--- config.mk ---
export PLATFORM = sky130hd
export DESIGN_NAME = sync_queue_flat
export DESIGN_NICKNAME = d
export VERILOG_FILES = /design/src/rtl/sync_queue_if.sv /design/src/rtl/sync_queue.sv /design/src/flat_wrapper.sv
export SDC_FILE = /design/constraint.sdc
export NUM_CORES = 1
export LEC_CHECK = 0
export BUFFER_PORTS_ARGS = -buffer_cell sky130_fd_sc_hd__buf_2
export CAP_MARGIN = 30
export CORE_MARGIN = 2
export CORE_UTILIZATION = 30
export DETAILED_ROUTE_END_ITERATION = 6
export PLACE_DENSITY = 0.41
export SKIP_CTS_REPAIR_TIMING = 1
export SYNTH_ARGS = -nofsm -noshare
export SYNTH_HDL_FRONTEND = slang
export SYNTH_SLANG_ARGS = --single-unit
--- constraint.sdc ---
create_clock -name clk -period 6.94 [get_ports clk]
set_input_delay 0.694 -clock clk [delete_from_list [all_inputs] [get_ports clk]]
set_output_delay 0.694 -clock clk [all_outputs]
set_load 0.02 [all_outputs]
--- src/rtl/sync_queue_if.sv ---
`default_nettype none
// +--------------------------------------------------------------------+
// | Module   : sync_queue_if                                           |
// | Brief    : Handshake/data bundle between a producer/consumer and   |
// |            sync_queue. overflow/underflow exist only when          |
// |            SYNC_QUEUE_ERR_EN is defined.                           |
// | Revision : 1.0  initial release                                    |
// +--------------------------------------------------------------------+
interface sync_queue_if #(
   parameter int DATA_W = 32,
   parameter int DEPTH  = 32
) ();
   logic                     push;
   logic [DATA_W-1:0]        writeData;
   logic                     pop;
   logic [DATA_W-1:0]        readData;
   logic                     readValid;
   logic                     full;
   logic                     empty;
   logic                     almost_full;
   logic                     almost_empty;
   logic [$clog2(DEPTH):0]   count;
`ifdef SYNC_QUEUE_ERR_EN
   logic                     overflow;
   logic                     underflow;
`endif

   // Producer/consumer side
   modport master (
      output push, writeData, pop,
      input  readData, readValid, full, empty, almost_full, almost_empty, count
`ifdef SYNC_QUEUE_ERR_EN
      , input overflow, underflow
`endif
   );

   // Queue side
   modport slave (
      input  push, writeData, pop,
      output readData, readValid, full, empty, almost_full, almost_empty, count
`ifdef SYNC_QUEUE_ERR_EN
      , output overflow, underflow
`endif
   );
endinterface
`default_nettype wire

--- src/rtl/sync_queue.sv ---
`default_nettype none
// +--------------------------------------------------------------------+
// | Module   : sync_queue                                              |
// | Brief    : Parametrised single-clock FIFO with counter-based       |
// |            full/empty, programmable almost flags and a registered  |
// |            read port with valid strobe.                            |
// |            Optional sticky overflow/underflow: SYNC_QUEUE_ERR_EN.  |
// | Revision : 1.0  initial release                                    |
// +--------------------------------------------------------------------+
module sync_queue #(
   parameter int DATA_W    = 32,
   parameter int DEPTH     = 32,
   parameter int AFULL_TH  = DEPTH - 2,
   parameter int AEMPTY_TH = 2
) (
   input  wire logic    clk,
   input  wire logic    rst,
   sync_queue_if.slave  q
);
   localparam int AW = $clog2(DEPTH);
   localparam int CW = AW + 1;

   // Storage is deliberately left out of reset
   logic [DATA_W-1:0] mem [DEPTH];

   logic [AW-1:0]     wr_ptr_q, wr_ptr_d;
   logic [AW-1:0]     rd_ptr_q, rd_ptr_d;
   logic [CW-1:0]     count_q,  count_d;
   logic [DATA_W-1:0] read_data_q, read_data_d;
   logic              read_valid_q, read_valid_d;
   logic              is_empty, is_full;
   logic              pop_ok, push_ok;

   // Flags decode the count register directly so none of them lags count
   always_comb begin
      is_empty = (count_q == '0);
      is_full  = (count_q == CW'(DEPTH));
      pop_ok   = q.pop & ~is_empty;
      // A full queue still takes a word when a pop frees a slot this cycle
      push_ok  = q.push & (~is_full | pop_ok);
   end

   // Next-state for pointers, occupancy and the registered read port
   always_comb begin
      wr_ptr_d     = wr_ptr_q;
      rd_ptr_d     = rd_ptr_q;
      count_d      = count_q;
      read_data_d  = read_data_q;
      read_valid_d = pop_ok;
      if (push_ok) wr_ptr_d = wr_ptr_q + AW'(1);
      if (pop_ok) begin
         rd_ptr_d    = rd_ptr_q + AW'(1);
         read_data_d = mem[rd_ptr_q];
      end
      case ({push_ok, pop_ok})
         2'b10:   count_d = count_q + CW'(1);
         2'b01:   count_d = count_q - CW'(1);
         default: count_d = count_q;
      endcase
   end

   // State registers; reset discards contents and ignores that cycle's requests
   always_ff @(posedge clk) begin
      if (rst) begin
         wr_ptr_q     <= '0;
         rd_ptr_q     <= '0;
         count_q      <= '0;
         read_data_q  <= '0;
         read_valid_q <= 1'b0;
      end else begin
         wr_ptr_q     <= wr_ptr_d;
         rd_ptr_q     <= rd_ptr_d;
         count_q      <= count_d;
         read_data_q  <= read_data_d;
         read_valid_q <= read_valid_d;
      end
   end

   // Storage write; pointers wrap naturally so the freed slot is reused
   always_ff @(posedge clk) begin
      if (push_ok && !rst) mem[wr_ptr_q] <= q.writeData;
   end

   assign q.readData     = read_data_q;
   assign q.readValid    = read_valid_q;
   assign q.count        = count_q;
   assign q.empty        = is_empty;
   assign q.full         = is_full;
   assign q.almost_full  = (int'(count_q) >= AFULL_TH);
   assign q.almost_empty = (int'(count_q) <= AEMPTY_TH);

`ifdef SYNC_QUEUE_ERR_EN
   logic overflow_q,  overflow_d;
   logic underflow_q, underflow_d;

   // Sticky error flags, cleared only by reset
   always_comb begin
      overflow_d  = overflow_q  | (q.push & ~push_ok);
      underflow_d = underflow_q | (q.pop & is_empty);
   end

   // Error flag registers
   always_ff @(posedge clk) begin
      if (rst) begin
         overflow_q  <= 1'b0;
         underflow_q <= 1'b0;
      end else begin
         overflow_q  <= overflow_d;
         underflow_q <= underflow_d;
      end
   end

   assign q.overflow  = overflow_q;
   assign q.underflow = underflow_q;
`endif
endmodule
`default_nettype wire

--- src/flat_wrapper.sv ---
// flat-port wrapper written by rule: the top's interface ports become plain ports
module sync_queue_flat 
#(
   parameter int DATA_W    = 32,
   parameter int DEPTH     = 32,
   parameter int AFULL_TH  = DEPTH - 2,
   parameter int AEMPTY_TH = 2
)
  (clk, rst, q_push, q_writeData, q_pop, q_readData, q_readValid, q_full, q_empty, q_almost_full, q_almost_empty, q_count);
  sync_queue_if #(.DATA_W(DATA_W), .DEPTH(DEPTH)) q_i ();
  input  wire logic clk;
  input  wire logic rst;
  input wire logic [$bits(q_i.push)-1:0] q_push;
  input wire logic [$bits(q_i.writeData)-1:0] q_writeData;
  input wire logic [$bits(q_i.pop)-1:0] q_pop;
  output wire logic [$bits(q_i.readData)-1:0] q_readData;
  output wire logic [$bits(q_i.readValid)-1:0] q_readValid;
  output wire logic [$bits(q_i.full)-1:0] q_full;
  output wire logic [$bits(q_i.empty)-1:0] q_empty;
  output wire logic [$bits(q_i.almost_full)-1:0] q_almost_full;
  output wire logic [$bits(q_i.almost_empty)-1:0] q_almost_empty;
  output wire logic [$bits(q_i.count)-1:0] q_count;
  assign q_i.push = q_push;
  assign q_i.writeData = q_writeData;
  assign q_i.pop = q_pop;
  assign q_readData = q_i.readData;
  assign q_readValid = q_i.readValid;
  assign q_full = q_i.full;
  assign q_empty = q_i.empty;
  assign q_almost_full = q_i.almost_full;
  assign q_almost_empty = q_i.almost_empty;
  assign q_count = q_i.count;
  sync_queue #(.DATA_W(DATA_W), .DEPTH(DEPTH), .AFULL_TH(AFULL_TH), .AEMPTY_TH(AEMPTY_TH)) u_core (.clk(clk), .rst(rst), .q(q_i));
endmodule
### After elaboration in Yosys (flattened, before gate mapping)

Memory sizes are Yosys's and may differ from the RTL's. A register that Yosys moved wholly into a read port is not among the register bits.
Cells that the tools add are included.

| word-level totals | value |
|---|---|
| output and inout bits | 43 |
| memory bits (writable) | 1,024 |
| flip-flop bits (word level) | 17 |
| memories | 1 |
| logic and storage cells | 26 |

| cells by class | value |
|---|---|
| magnitude comparators | 2 |
| reductions and logical operators | 4 |
| add/sub/neg operators | 4 |
| equal/unequal tests | 3 |
| mux-type cells | 3 |
| bitwise gates (word level) | 5 |

Memories:

| name | depth | bits a word | rd ports | clocked after Yosys merged registers in | write ports | RTL line | text |
|---|---|---|---|---|---|---|---|
| u_core.mem | 32 | 32 | 1 | 1 | 1 | sync_queue.sv:24 | `logic [DATA_W-1:0] mem [DEPTH];` |

Operator list:

| cell | number |
|---|---|
| $pmux W6 S2 | 1 |
| $add A5 B1 Y5 const B | 2 |
| $add A6 B1 Y6 const B | 1 |
| $eq A6 B6 Y1 const B | 1 |
| $ge A6 B5 Y1 const B | 1 |
| $le A6 B2 Y1 const B | 1 |
| $logic_not A6 Y1 | 1 |
| $sub A6 B1 Y6 const B | 1 |
| $and A1 B1 Y1 | 2 |
| $eq A2 B1 Y1 const B | 1 |
| $eq A2 B2 Y1 const B | 1 |
| $mux W1 | 2 |
| $not A1 Y1 | 2 |
| $reduce_bool A2 Y1 | 1 |
| $logic_and A1 B1 Y1 | 1 |
| $logic_not A1 Y1 | 1 |
| $or A1 B1 Y1 | 1 |

### Logic depth before layout (Yosys ltp)

Gate-level depths: netlist (run 1).

| depth | value |
|---|---|
| word-level depth | 8 |
| gate-level depth with buffers | 11 |

### Worst setup path before layout (run 1)

Ideal clock, no wire load.

| path | value |
|---|---|
| path kind | reg2reg |
| from | reg u_core.count_q[0] (netlist: u_core.q.count[0]) |
| to | mem u_core.mem[21][0] (enable) |
| path buffers | 1 |
| setup time | 0.421 ns |
| period minus slack after synthesis | 3.259 ns |
| stages on the path, launching flop included | 6 |
| data required time | 6.519 ns |
| setup slack | 3.681 ns |
| arrival time | 2.837 ns |
| cell sequence | dfxtp_1 clkbuf_1 o41ai_4 nor2_1 nand2_1 nor2_1 |

| on the way | value |
|---|---|
| longest elaborated chain between the ends | 8 |
| elaborated cells on any way between the ends | 10 |
| those cells by class | eq/ne: 1; mux: 2; bitwise: 5; reduce/logical: 2 |

RTL lines:

| what | RTL line | text |
|---|---|---|
| start, declared | sync_queue.sv:28 | `logic [CW-1:0] count_q, count_d;` |
| start signal, assigned | sync_queue.sv:73 | `count_q <= count_d;` |
| $logic_not A6 Y1 | sync_queue.sv:36 | `is_empty = (count_q == '0);` |
| $not A1 Y1 | sync_queue.sv:38 | `pop_ok = q.pop & ~is_empty;` |
| $and A1 B1 Y1 | sync_queue.sv:38 |  |
| $or A1 B1 Y1 * | sync_queue.sv:40 | `push_ok = q.push & (~is_full \| pop_ok);` |
| $and A1 B1 Y1 * | sync_queue.sv:40 |  |
| $logic_and A1 B1 Y1 * | sync_queue.sv:81 | `if (push_ok && !rst) mem[wr_ptr_q] <= q.writeData;` |
| $mux W1 * | sync_queue.sv:81 |  |
| $mux W1 (implied by the code) * | sync_queue.sv:81 |  |
| end, declared | sync_queue.sv:24 |  |

Mark *: on every way between the ends. The rest lies on a longest branch, timed or not.

==> metrics, run 1 <==
number of DRC violations after detailed routing=0; Clock Latency Late Sink=0.70 ns; Congestion Overflow GR=0; number of slew-limit violations in the final report=0; transition time of the tightest slew-check pin=0.921 ns; FP Rows=135; number of distinct standard cells referenced by the synthesized netlist=50; share of the synthesized area in the top cell type=75.0%; combined area of all synthesized cells=41000 sq um; R2R setup slack=3.43 ns; Placed Instances=3807; full die area=140000 sq um; TritonCTS Buffers=114; CTS HTree Levels=3; hold path startpoint=q_push; crit path kind=reg2reg; gr usage total=16.5%; antenna violations before repair=6; clock tree skew after final layout=0.0329 ns; total of buffers placed on input and output ports=78; vias in the first global route=21000; total power per unit cell area=352 nW/um^2; detailed placer's ending HPWL=66900 um; placeable core area=136000 sq um; layout cell share with drive strength beyond 1=23.5%; horizontal extent of the die=374 um; Yosys Warn Count=0; synth-to-layout area growth=16.9%; Setup Total Neg Slack=0 ns; clock tree buffer depth=3; first-pass detailed-route iteration total=5; worst r2r path cells=7; # clock sinks=1073; final routed wirelength across all metal layers=117000 um; DR vias=20400; Async SR Flop Fraction=0%; nature of the critical path startpoint=flip-flop; predominant post-synthesis flop cell=sky130_fd_sc_hd__edfxtp_1; crit path capture type=flip-flop; Data required, critical path=7.57 ns; Vias/cell=5.05; number of fill cells in the layout=12600; routed length per instance=28.9 um; worst slew margin relative to its limit=38.1%; hold path cells=3; max cap viols=0; TritonCTS clock tree=done; cell type with the largest total area after synthesis=sky130_fd_sc_hd__edfxtp_1; final RePlAce weighted congestion=0.733; run status=finished, final reports clean; endpoint of the worst hold path=u_core.q.count[4]; clock-pin slew reported for the worst setup and hold paths after clock tree synthesis=0.06 ns; number of instances in the synthesized netlist=2008; Reg2Reg Capture Point=u_core.q.readData[3]; wire length of the first global-routing pass=164000 um; post-synthesis sequential area ratio=77.4%; Final Critical Period=3.51 ns; leakage component of the power=0.0148 uW; path class of the lowest-slack min-delay path=in2reg; number of nets in the layout=2190; drt first-iter violations=1799; unrepaired setup endpoints after global routing=false; setup violators final=0; Highest Clock Rate=285 MHz; start of the worst register-to-register path=u_core.rd_ptr_q[1]; Max FO, Critical Path=83; clock root buffer master=sky130_fd_sc_hd__clkbuf_16; vertical extent of the die=374 um; boundary pin count=79; starting density of the core=30.2%; mean instance size in the synthesized netlist=20.4 sq um; dominant cells by area after synthesis=sky130_fd_sc_hd__edfxtp_1 (75%), sky130_fd_sc_hd__mux4_2 (8.8%), sky130_fd_sc_hd__mux2i_1 (5.6%), sky130_fd_sc_hd__dfxtp_1 (2.4%), sky130_fd_sc_hd__o21ai_0 (0.83%); Worst Path Arrival=4.14 ns; total power draw=16900 uW; pin count of the biggest net entering global routing=92; part of the cycle the worst path needs=50.6%; worst ir drop on vdd=0.212 mV; Final ANT Viol Nets=0; syn nets=2054; number of endpoints with negative hold slack in the final report=0; EDFF count, synth=1024; final std cells w/o fill=4030; flop and latch count out of synthesis=1073
## critical path: stages (launching register included)
cell and delay (ns):
sky130_fd_sc_hd__dfxtp_4 0.54, sky130_fd_sc_hd__buf_12 0.41, sky130_fd_sc_hd__buf_12 0.54, sky130_fd_sc_hd__mux2i_1 0.19, sky130_fd_sc_hd__a221oi_1 0.65, sky130_fd_sc_hd__o21ai_0 0.17, sky130_fd_sc_hd__a21boi_0 0.44, sky130_fd_sc_hd__a22o_1 0.20
## power breakdown
part	leakage, uW	switching (uW)	internal [uW]
Combinational	0.00328	1860	1350
Clock	0.00189	2540	3730
Sequential	0.00962	188	7230
## cell usage after synthesis (31+ instances only)
cell and instances:
sky130_fd_sc_hd__edfxtp_1 1024, sky130_fd_sc_hd__mux4_2 160, sky130_fd_sc_hd__buf_2 44, sky130_fd_sc_hd__dfxtp_1 49, sky130_fd_sc_hd__a221oi_1 32, sky130_fd_sc_hd__a211oi_1 33
sky130_fd_sc_hd__o21ai_0 68, sky130_fd_sc_hd__o221ai_1 32, sky130_fd_sc_hd__o22ai_1 31, sky130_fd_sc_hd__a21oi_1 36, sky130_fd_sc_hd__nor2_1 53, sky130_fd_sc_hd__mux2i_1 228
sky130_fd_sc_hd__clkbuf_1 59
## per-layer routing
metal | global-route usage [%] | vias up | part of all wire (%)
met2 | 26.8 | 533 | 48
met5 | 0 | - | 0.011
met4 | 3.56 | 2 | 1.5
li1 | - | 8674 | -
met3 | 2.27 | 123 | 4.5
met1 | 23.7 | 11000 | 46
## layout by cell type, fill, tap and decap left out, types with 7 or more instances in the layout
cell                         netlist  routed
sky130_fd_sc_hd__buf_4             3      47
sky130_fd_sc_hd__a211oi_1         33      33
sky130_fd_sc_hd__mux2i_1         228     228
sky130_fd_sc_hd__buf_2            44      82
sky130_fd_sc_hd__dfxtp_1          49      45
sky130_fd_sc_hd__clkinvlp_4        0       7
sky130_fd_sc_hd__nor2_4            0      36
sky130_fd_sc_hd__a22o_1           30      30
sky130_fd_sc_hd__o21ai_0          68      68
sky130_fd_sc_hd__xnor2_1           9       9
sky130_fd_sc_hd__mux4_2          160     160
sky130_fd_sc_hd__edfxtp_1       1024    1024
sky130_fd_sc_hd__clkbuf_8          0       7
sky130_fd_sc_hd__o221ai_1         32      32
sky130_fd_sc_hd__clkbuf_1         59      28
sky130_fd_sc_hd__a21oi_1          36      36
sky130_fd_sc_hd__o22ai_1          31      31
sky130_fd_sc_hd__nand2_1          11      11
sky130_fd_sc_hd__a21boi_0         30      30
sky130_fd_sc_hd__nor2_1           53      19
sky130_fd_sc_hd__a221oi_1         32      32
sky130_fd_sc_hd__inv_1             7       7
sky130_fd_sc_hd__clkinv_1          1      13
sky130_fd_sc_hd__ha_1              9       9
sky130_fd_sc_hd__clkbuf_16         0     117
sky130_fd_sc_hd__clkinv_2          0      22
sky130_fd_sc_hd__buf_12            0      11
sky130_fd_sc_hd__bufinv_16         0      15
## area by class of cell
cell class	count	area, sq um	share of cell area, %
Sequential cell	1073	31700	66.2
Antenna cell	4	10.0	0.0209
Inverter	8	32.5	0.0679
Clock buffer	152	3130	6.53
Clock inverter	65	763	1.59
Tap cell	1781	2230	4.65
Multi-Input combinational cell	806	9010	18.8
Timing Repair Buffer	141	1010	2.11
## stage by stage
step	cell area (sq um)	utilization (%)	setup WS [ns]	hold slack (ns)
floorplan	41000	-	3.68	0.540
global placement	43900	32.3	3.11	0.508
detailed placement	44000	32.4	3.41	0.501
CTS	47900	35.3	3.39	0.436
global route	47900	35.3	3.30	0.500
finish	47900	35.3	3.43	0.491
## kinds of logic after synthesis
group / synth area share [%]
buf+inv: 1.35
flops: 77.4
mux: 14.4
simple gates: 1.02
compound gates: 5.28
xor+xnor: 0.214
fa+ha+maj: 0.323
## worst max path at each step
stage,startpoint,end,slack (ns)
2_1_floorplan,u_core.q.count[0],u_core.mem[21][0],3.68
3_3_place_gp,q_pop,u_core.mem[7][10],3.11
3_5_place_dp,u_core.rd_ptr_q[1],u_core.q.readData[3],3.41
4_1_cts,u_core.rd_ptr_q[1],u_core.q.readData[3],3.39
5_1_grt,u_core.rd_ptr_q[1],u_core.q.readData[3],3.30
6_report,u_core.rd_ptr_q[1],u_core.q.readData[3],3.43
## registers in the layout (all words and copies together) (netlist names)
register and flops:
u_core.rd_ptr_q 5, u_core.q.readData 32, u_core.q.count 6, u_core.q.readValid 1, u_core.mem 1024, u_core.wr_ptr_q 5
Note: power is estimated with default switching activity, not from simulation.
==> inputs of run 2 (changes only) <==
--- a/config.mk
+++ b/config.mk
@@ -10,7 +10,7 @@
 export CORE_MARGIN = 2
 export CORE_UTILIZATION = 30
 export DETAILED_ROUTE_END_ITERATION = 6
-export PLACE_DENSITY = 0.41
+export PLACE_DENSITY = 0.43
 export SKIP_CTS_REPAIR_TIMING = 1
 export SYNTH_ARGS = -nofsm -noshare
 export SYNTH_HDL_FRONTEND = slang
==> constraint.sdc (replaced) <==
create_clock -name clk -period 3 [get_ports clk]
set_input_delay 0.3 -clock clk [delete_from_list [all_inputs] [get_ports clk]]
set_output_delay 0.3 -clock clk [all_outputs]
set_load 0.02 [all_outputs]
==> run 2 against run 1 <==
Against the previous run:
- clock-buffer cell count rose by 5
- largest cell class unchanged
- sequential power grew 130%
- global-route usage is 0.87 points higher
- power rose by 130%
- worst setup slack worse by 3.4 ns
- flip-flop and latch count did not move
==> metrics, run 2 (synthesis results as in run 1) <==
worst slew margin relative to its limit=33.1%; proportion of total power due to net switching=27.1%; most common library cell in the layout ignoring fill and taps=sky130_fd_sc_hd__edfxtp_1; max cap viols=0; TritonCTS Buffers=115; worst ir drop on vdd=0.480 mV; cell family with the largest share of critical-path delay=simple AND/OR/NAND/NOR gates; clock-pin slew reported for the worst setup and hold paths after clock tree synthesis=0.06 ns; crit path kind=reg2reg; nature of the critical path startpoint=flip-flop; switching power=10600 uW; CTS HTree Levels=3; vias in the first global route=21600; Final Instance Area=49300 sq um; clock root buffer master=sky130_fd_sc_hd__clkbuf_16; placeable core area=136000 sq um; Clock Latency Late Sink=0.73 ns; horizontal extent of the die=374 um; total power per unit cell area=791 nW/um^2; Vias/cell=5.10; worst setup margin=0.0806 ns; gr usage total=17.4%; number of nets in the layout=2293; drt first-iter violations=1773; number of slew-limit violations in the final report=0; path class of the lowest-slack min-delay path=in2reg; transition time of the tightest slew-check pin=1.00 ns; delay contributed by the slowest stage of the critical path=0.71 ns; R2R setup slack=0.08 ns; clock tree buffer depth=3; crit path capture type=flip-flop; antenna violations before repair=6; final routed wirelength across all metal layers=123000 um; routed length per instance=29.8 um; largest register by flop count=u_core.mem; clock tree skew after final layout=0.0237 ns; Final Critical Period=2.92 ns; sequential cell fraction of total power=43.6%; Highest Clock Rate=343 MHz; cell internal pwr=28400 uW; Bufs and invs on worst path=2; Worst Path Arrival=3.33 ns; # clock sinks=1073; setup slack at placement=-0.0702 ns; layout cell share with drive strength beyond 1=26.2%; Max FO, Critical Path=16; number of DRC violations after detailed routing=0; part of the cycle the worst path needs=97.3%; FP Rows=135; Data required, critical path=3.41 ns; Congestion Overflow GR=0; TritonCTS clock tree=done; first-pass detailed-route iteration total=5; detailed placer's ending HPWL=73500 um; leakage component of the power=0.0154 uW; Clk network pwr share=36.1%; pin count of the biggest net entering global routing=50; synth-to-layout area growth=20.1%; Logic pwr share=20.2%; total power draw=39000 uW; starting density of the core=30.2%; vertical extent of the die=374 um; full die area=140000 sq um; unrepaired setup endpoints after global routing=false; DR vias=21100; Final ANT Viol Nets=0; number of fill cells in the layout=12400; total of buffers placed on input and output ports=78; number of endpoints with negative hold slack in the final report=0; setup violators final=0; final RePlAce weighted congestion=0.777; flip-flop count of the largest register, all copies and words added=1024; crit path cell chain=or3_1 -> o41ai_4 -> nor2_1 -> nand2_1 -> buf_4 -> nor2_4 -> buf_12; slowest library cell on the worst path=sky130_fd_sc_hd__nor2_4; boundary pin count=79; wire length of the first global-routing pass=172000 um; run status=finished, final reports clean; top library cells by usage in the layout, fill and taps aside=sky130_fd_sc_hd__edfxtp_1 (1024), sky130_fd_sc_hd__mux2i_1 (228), sky130_fd_sc_hd__mux4_2 (160); area after detailed placement=45300 sq um
==> run 2: cell types whose count changed in the layout (fill, tap and decap cells not counted), moves of 3 or more <==
cell                        delta
sky130_fd_sc_hd__clkbuf_1      +3
sky130_fd_sc_hd__buf_12       +50
sky130_fd_sc_hd__clkinv_1      +9
sky130_fd_sc_hd__buf_2         -4
sky130_fd_sc_hd__clkinv_2      -8
sky130_fd_sc_hd__buf_16        +4
sky130_fd_sc_hd__bufinv_16     -5
sky130_fd_sc_hd__buf_4        +52
==> run 2: power by group through the flow <==
| stage | clock network [uW] | logic [uW] | registers (uW) |
|---|---|---|---|
| after global routing | 15000 | 8450 | 17000 |
| after detailed placement | 0 | 8070 | 17300 |
| final | 14100 | 7890 | 17000 |
| after floorplan | 0 | 4920 | 17400 |
| after CTS | 14500 | 8100 | 17000 |
| after global placement | 0 | 8060 | 17300 |
==> run 2: final timing paths <==
check,from,to,depth (start not counted)
worst max-delay path,u_core.q.count[4],u_core.mem[1][29],7
worst min-delay path,q_writeData[19],u_core.mem[29][19],1
worst max register to register,u_core.q.count[4],u_core.mem[1][29],7
worst min register to register,u_core.q.readData[24],u_core.q.readData[24],1
==> run 2: through the flow <==
step / util [%] / std cells / hold slack, ns / setup TNS, ns
finish: 36.3 / 4128 / 0.0900 / 0
global route: 36.3 / 4125 / 0.0878 / 0
CTS: 36.1 / 4102 / 0.0334 / -1.89
detailed placement: 33.4 / 3888 / 0.477 / -1.66
global placement: 33.1 / 3874 / 0.471 / -9.76
floorplan: - / 2008 / 0.399 / -262.54
==> run 2: worst register-to-register path, cell delays in order (launching register included) <==
cell	delay (ns)
sky130_fd_sc_hd__dfxtp_1	0.34
sky130_fd_sc_hd__or3_1	0.24
sky130_fd_sc_hd__o41ai_4	0.11
sky130_fd_sc_hd__nor2_1	0.45
sky130_fd_sc_hd__nand2_1	0.21
sky130_fd_sc_hd__buf_4	0.22
sky130_fd_sc_hd__nor2_4	0.71
sky130_fd_sc_hd__buf_12	0.31
==> run 2: area by class of cell <==
type,count,area [sq um],area share (%)
diodes,3,7.51,0.0152
clock buffers,157,3170,6.43
clock inverters,57,572,1.16
inverters,8,32.5,0.0661
multi-input cells,806,9010,18.3
flip-flops and latches,1073,31700,64.5
well taps,1781,2230,4.52
repair buffers,243,2490,5.06
==> run 2: per-layer routing <==
metal	vias up	global-route usage, %	wire, um
li1	8889	-	-
met1	11500	24.9	56500
met2	512	27.6	57900
met3	150	2.46	5740
met4	4	4.92	2660
met5	-	0	28
==> inputs of run 3 (changes only) <==
--- a/config.mk
+++ b/config.mk
@@ -5,7 +5,7 @@
 export SDC_FILE = /design/constraint.sdc
 export NUM_CORES = 1
 export LEC_CHECK = 0
-export BUFFER_PORTS_ARGS = -buffer_cell sky130_fd_sc_hd__buf_2
+export BUFFER_PORTS_ARGS = -buffer_cell sky130_fd_sc_hd__clkbuf_2
 export CAP_MARGIN = 30
 export CORE_MARGIN = 2
 export CORE_UTILIZATION = 30
==> run 3 against run 2 <==
Against the previous run:
- power decreased by 1.4%
- sequential power about the same
- combinational power decreased by 3.8%
- first-iteration DRC count shrank 2.8%
- clock-buffer cell count increased by 2
- clock skew grew 0.0059 ns
- critical path depth rose by 2
- global-route usage fell by 0.41 points
- register-to-register slack improved by 0.09 ns
- utilization decreased by 0.39 points
==> metrics, run 3 (synthesis results as in run 1) <==
final core utilization=35.9%; placeable core area=136000 sq um; multi-input gate area in the final layout=9010 sq um; CTS HTree Levels=3; vias in the first global route=21600; worst ir drop on vdd=0.510 mV; number of DRC violations after detailed routing=0; transition time of the tightest slew-check pin=1.03 ns; drt first-iter violations=1723; final std cells w/o fill=4093; detailed-routing wirelength on met1=53900 um; number of endpoints with negative hold slack in the final report=0; largest register by flop count=u_core.mem; Congestion Overflow GR=0; horizontal extent of the die=374 um; total of buffers placed on input and output ports=78; Bufs and invs on worst path=0; flip-flop count of the largest register, all copies and words added=1024; detailed placer's ending HPWL=66600 um; clock tree buffer depth=3; most common library cell in the layout ignoring fill and taps=sky130_fd_sc_hd__edfxtp_1; met3 WL=6030 um; vertical extent of the die=374 um; Placed Instances=3878; leakage component of the power=0.0151 uW; slowest library cell on the worst path=sky130_fd_sc_hd__or3_1; crit path cell chain=or3_1 -> o41ai_4 -> nor2_1 -> ha_1 -> a211oi_1 -> o21bai_1 -> a21oi_1 -> mux2i_1 -> mux2_2; setup violators final=0; number of nets in the layout=2259; final routed wirelength across all metal layers=119000 um; DR vias=20800; nature of the critical path startpoint=flip-flop; routed length per instance=29.2 um; clock tree skew after final layout=0.0296 ns; antenna violations before repair=7; run status=finished, final reports clean; ANT cells=0; switching power=10400 uW; Vias/cell=5.09; pin count of the biggest net entering global routing=88; top library cells by usage in the layout, fill and taps aside=sky130_fd_sc_hd__edfxtp_1 (1024), sky130_fd_sc_hd__mux2i_1 (228), sky130_fd_sc_hd__mux4_2 (160); number of fill cells in the layout=12500; clock-pin slew reported for the worst setup and hold paths after clock tree synthesis=0.07 ns; Clk network pwr share=36.0%; Final Critical Period=2.83 ns; synth-to-layout area growth=18.8%; top metal layer carrying routed signals=met5; Clock Latency Late Sink=0.74 ns; proportion of total power due to net switching=27.1%; max cap viols=0; Logic pwr share=19.7%; FP Rows=135; path class of the lowest-slack min-delay path=in2reg; Storage cell area=31700 sq um; crit path capture type=flip-flop; clock root buffer master=sky130_fd_sc_hd__clkbuf_16; # clock sinks=1073; Data required, critical path=3.60 ns; Final ANT Viol Nets=0; number of slew-limit violations in the final report=0; cell internal pwr=28000 uW; final RePlAce weighted congestion=0.749; full die area=140000 sq um; wire length of the first global-routing pass=168000 um; worst slew margin relative to its limit=31.3%; Highest Clock Rate=354 MHz; part of the cycle the worst path needs=94.3%; Worst Path Arrival=3.43 ns; delay contributed by the slowest stage of the critical path=0.43 ns; first-pass detailed-route iteration total=7; sequential cell fraction of total power=44.3%; unrepaired setup endpoints after global routing=false; starting density of the core=30.2%; boundary pin count=79; crit path kind=reg2reg; TritonCTS clock tree=done; TritonCTS Buffers=114; total power per unit cell area=789 nW/um^2; gr usage total=17.0%; cell family with the largest share of critical-path delay=compound AO/OA/AOI/OAI gates; layout cell share with drive strength beyond 1=25.0%; WL met2=57700 um; Max FO, Critical Path=6
run 3: worst paths after layout:
kind / start / cells after the start / slack [ns] / end
max: u_core.q.count[2] / 9 / 0.17 / u_core.q.count[5]
min: rst / 3 / 0.05 / u_core.wr_ptr_q[2]
max reg2reg: u_core.q.count[2] / 9 / 0.17 / u_core.q.count[5]
min reg2reg: u_core.q.readData[31] / 1 / 0.47 / u_core.q.readData[31]
run 3: area by class of cell:
class,instances,area share [%]
Timing Repair Buffer,210,4.15
Clock buffer,159,6.39
Sequential cell,1073,65.2
Clock inverter,56,1.18
Tap cell,1781,4.57
Multi-Input combinational cell,806,18.5
Inverter,8,0.0668
run 3: routing by layer:
layer	vias up	track usage (%)
li1	8810	-
met1	11400	23.6
met2	529	27.9
met3	121	2.86
met4	6	3.90
met5	-	0
run 3: power groups by stage:
stage	clock network, uW	registers, uW	logic [uW]
after floorplan	0	17400	4920
after global placement	0	17300	7740
after detailed placement	0	17300	7760
after CTS	14200	17000	7790
after global routing	14800	17100	8150
final	13800	17000	7590
run 3: stage by stage:
| step | area, sq um | setup slack, ns | TNS, ns | hold WS, ns | total power [uW] |
|---|---|---|---|---|---|
| 6_report | 48700 | 0.172 | 0 | 0.0473 | 38400 |
| 3_3_place_gp | 45000 | 0.102 | 0 | 0.463 | 25100 |
| 5_1_grt | 48700 | 0.0557 | 0 | 0.0545 | 40000 |
| 3_5_place_dp | 45000 | 0.199 | 0 | 0.455 | 25100 |
| 2_1_floorplan | 41000 | -0.259 | -262.54 | 0.399 | 22300 |
| 4_1_cts | 48700 | 0.174 | 0 | -0.0110 | 39000 |
run 3: worst min-delay path, stage by stage:
cell and delay, ns:
sky130_fd_sc_hd__clkbuf_2 0.09, sky130_fd_sc_hd__buf_4 0.23, sky130_fd_sc_hd__nor2_1 0.12
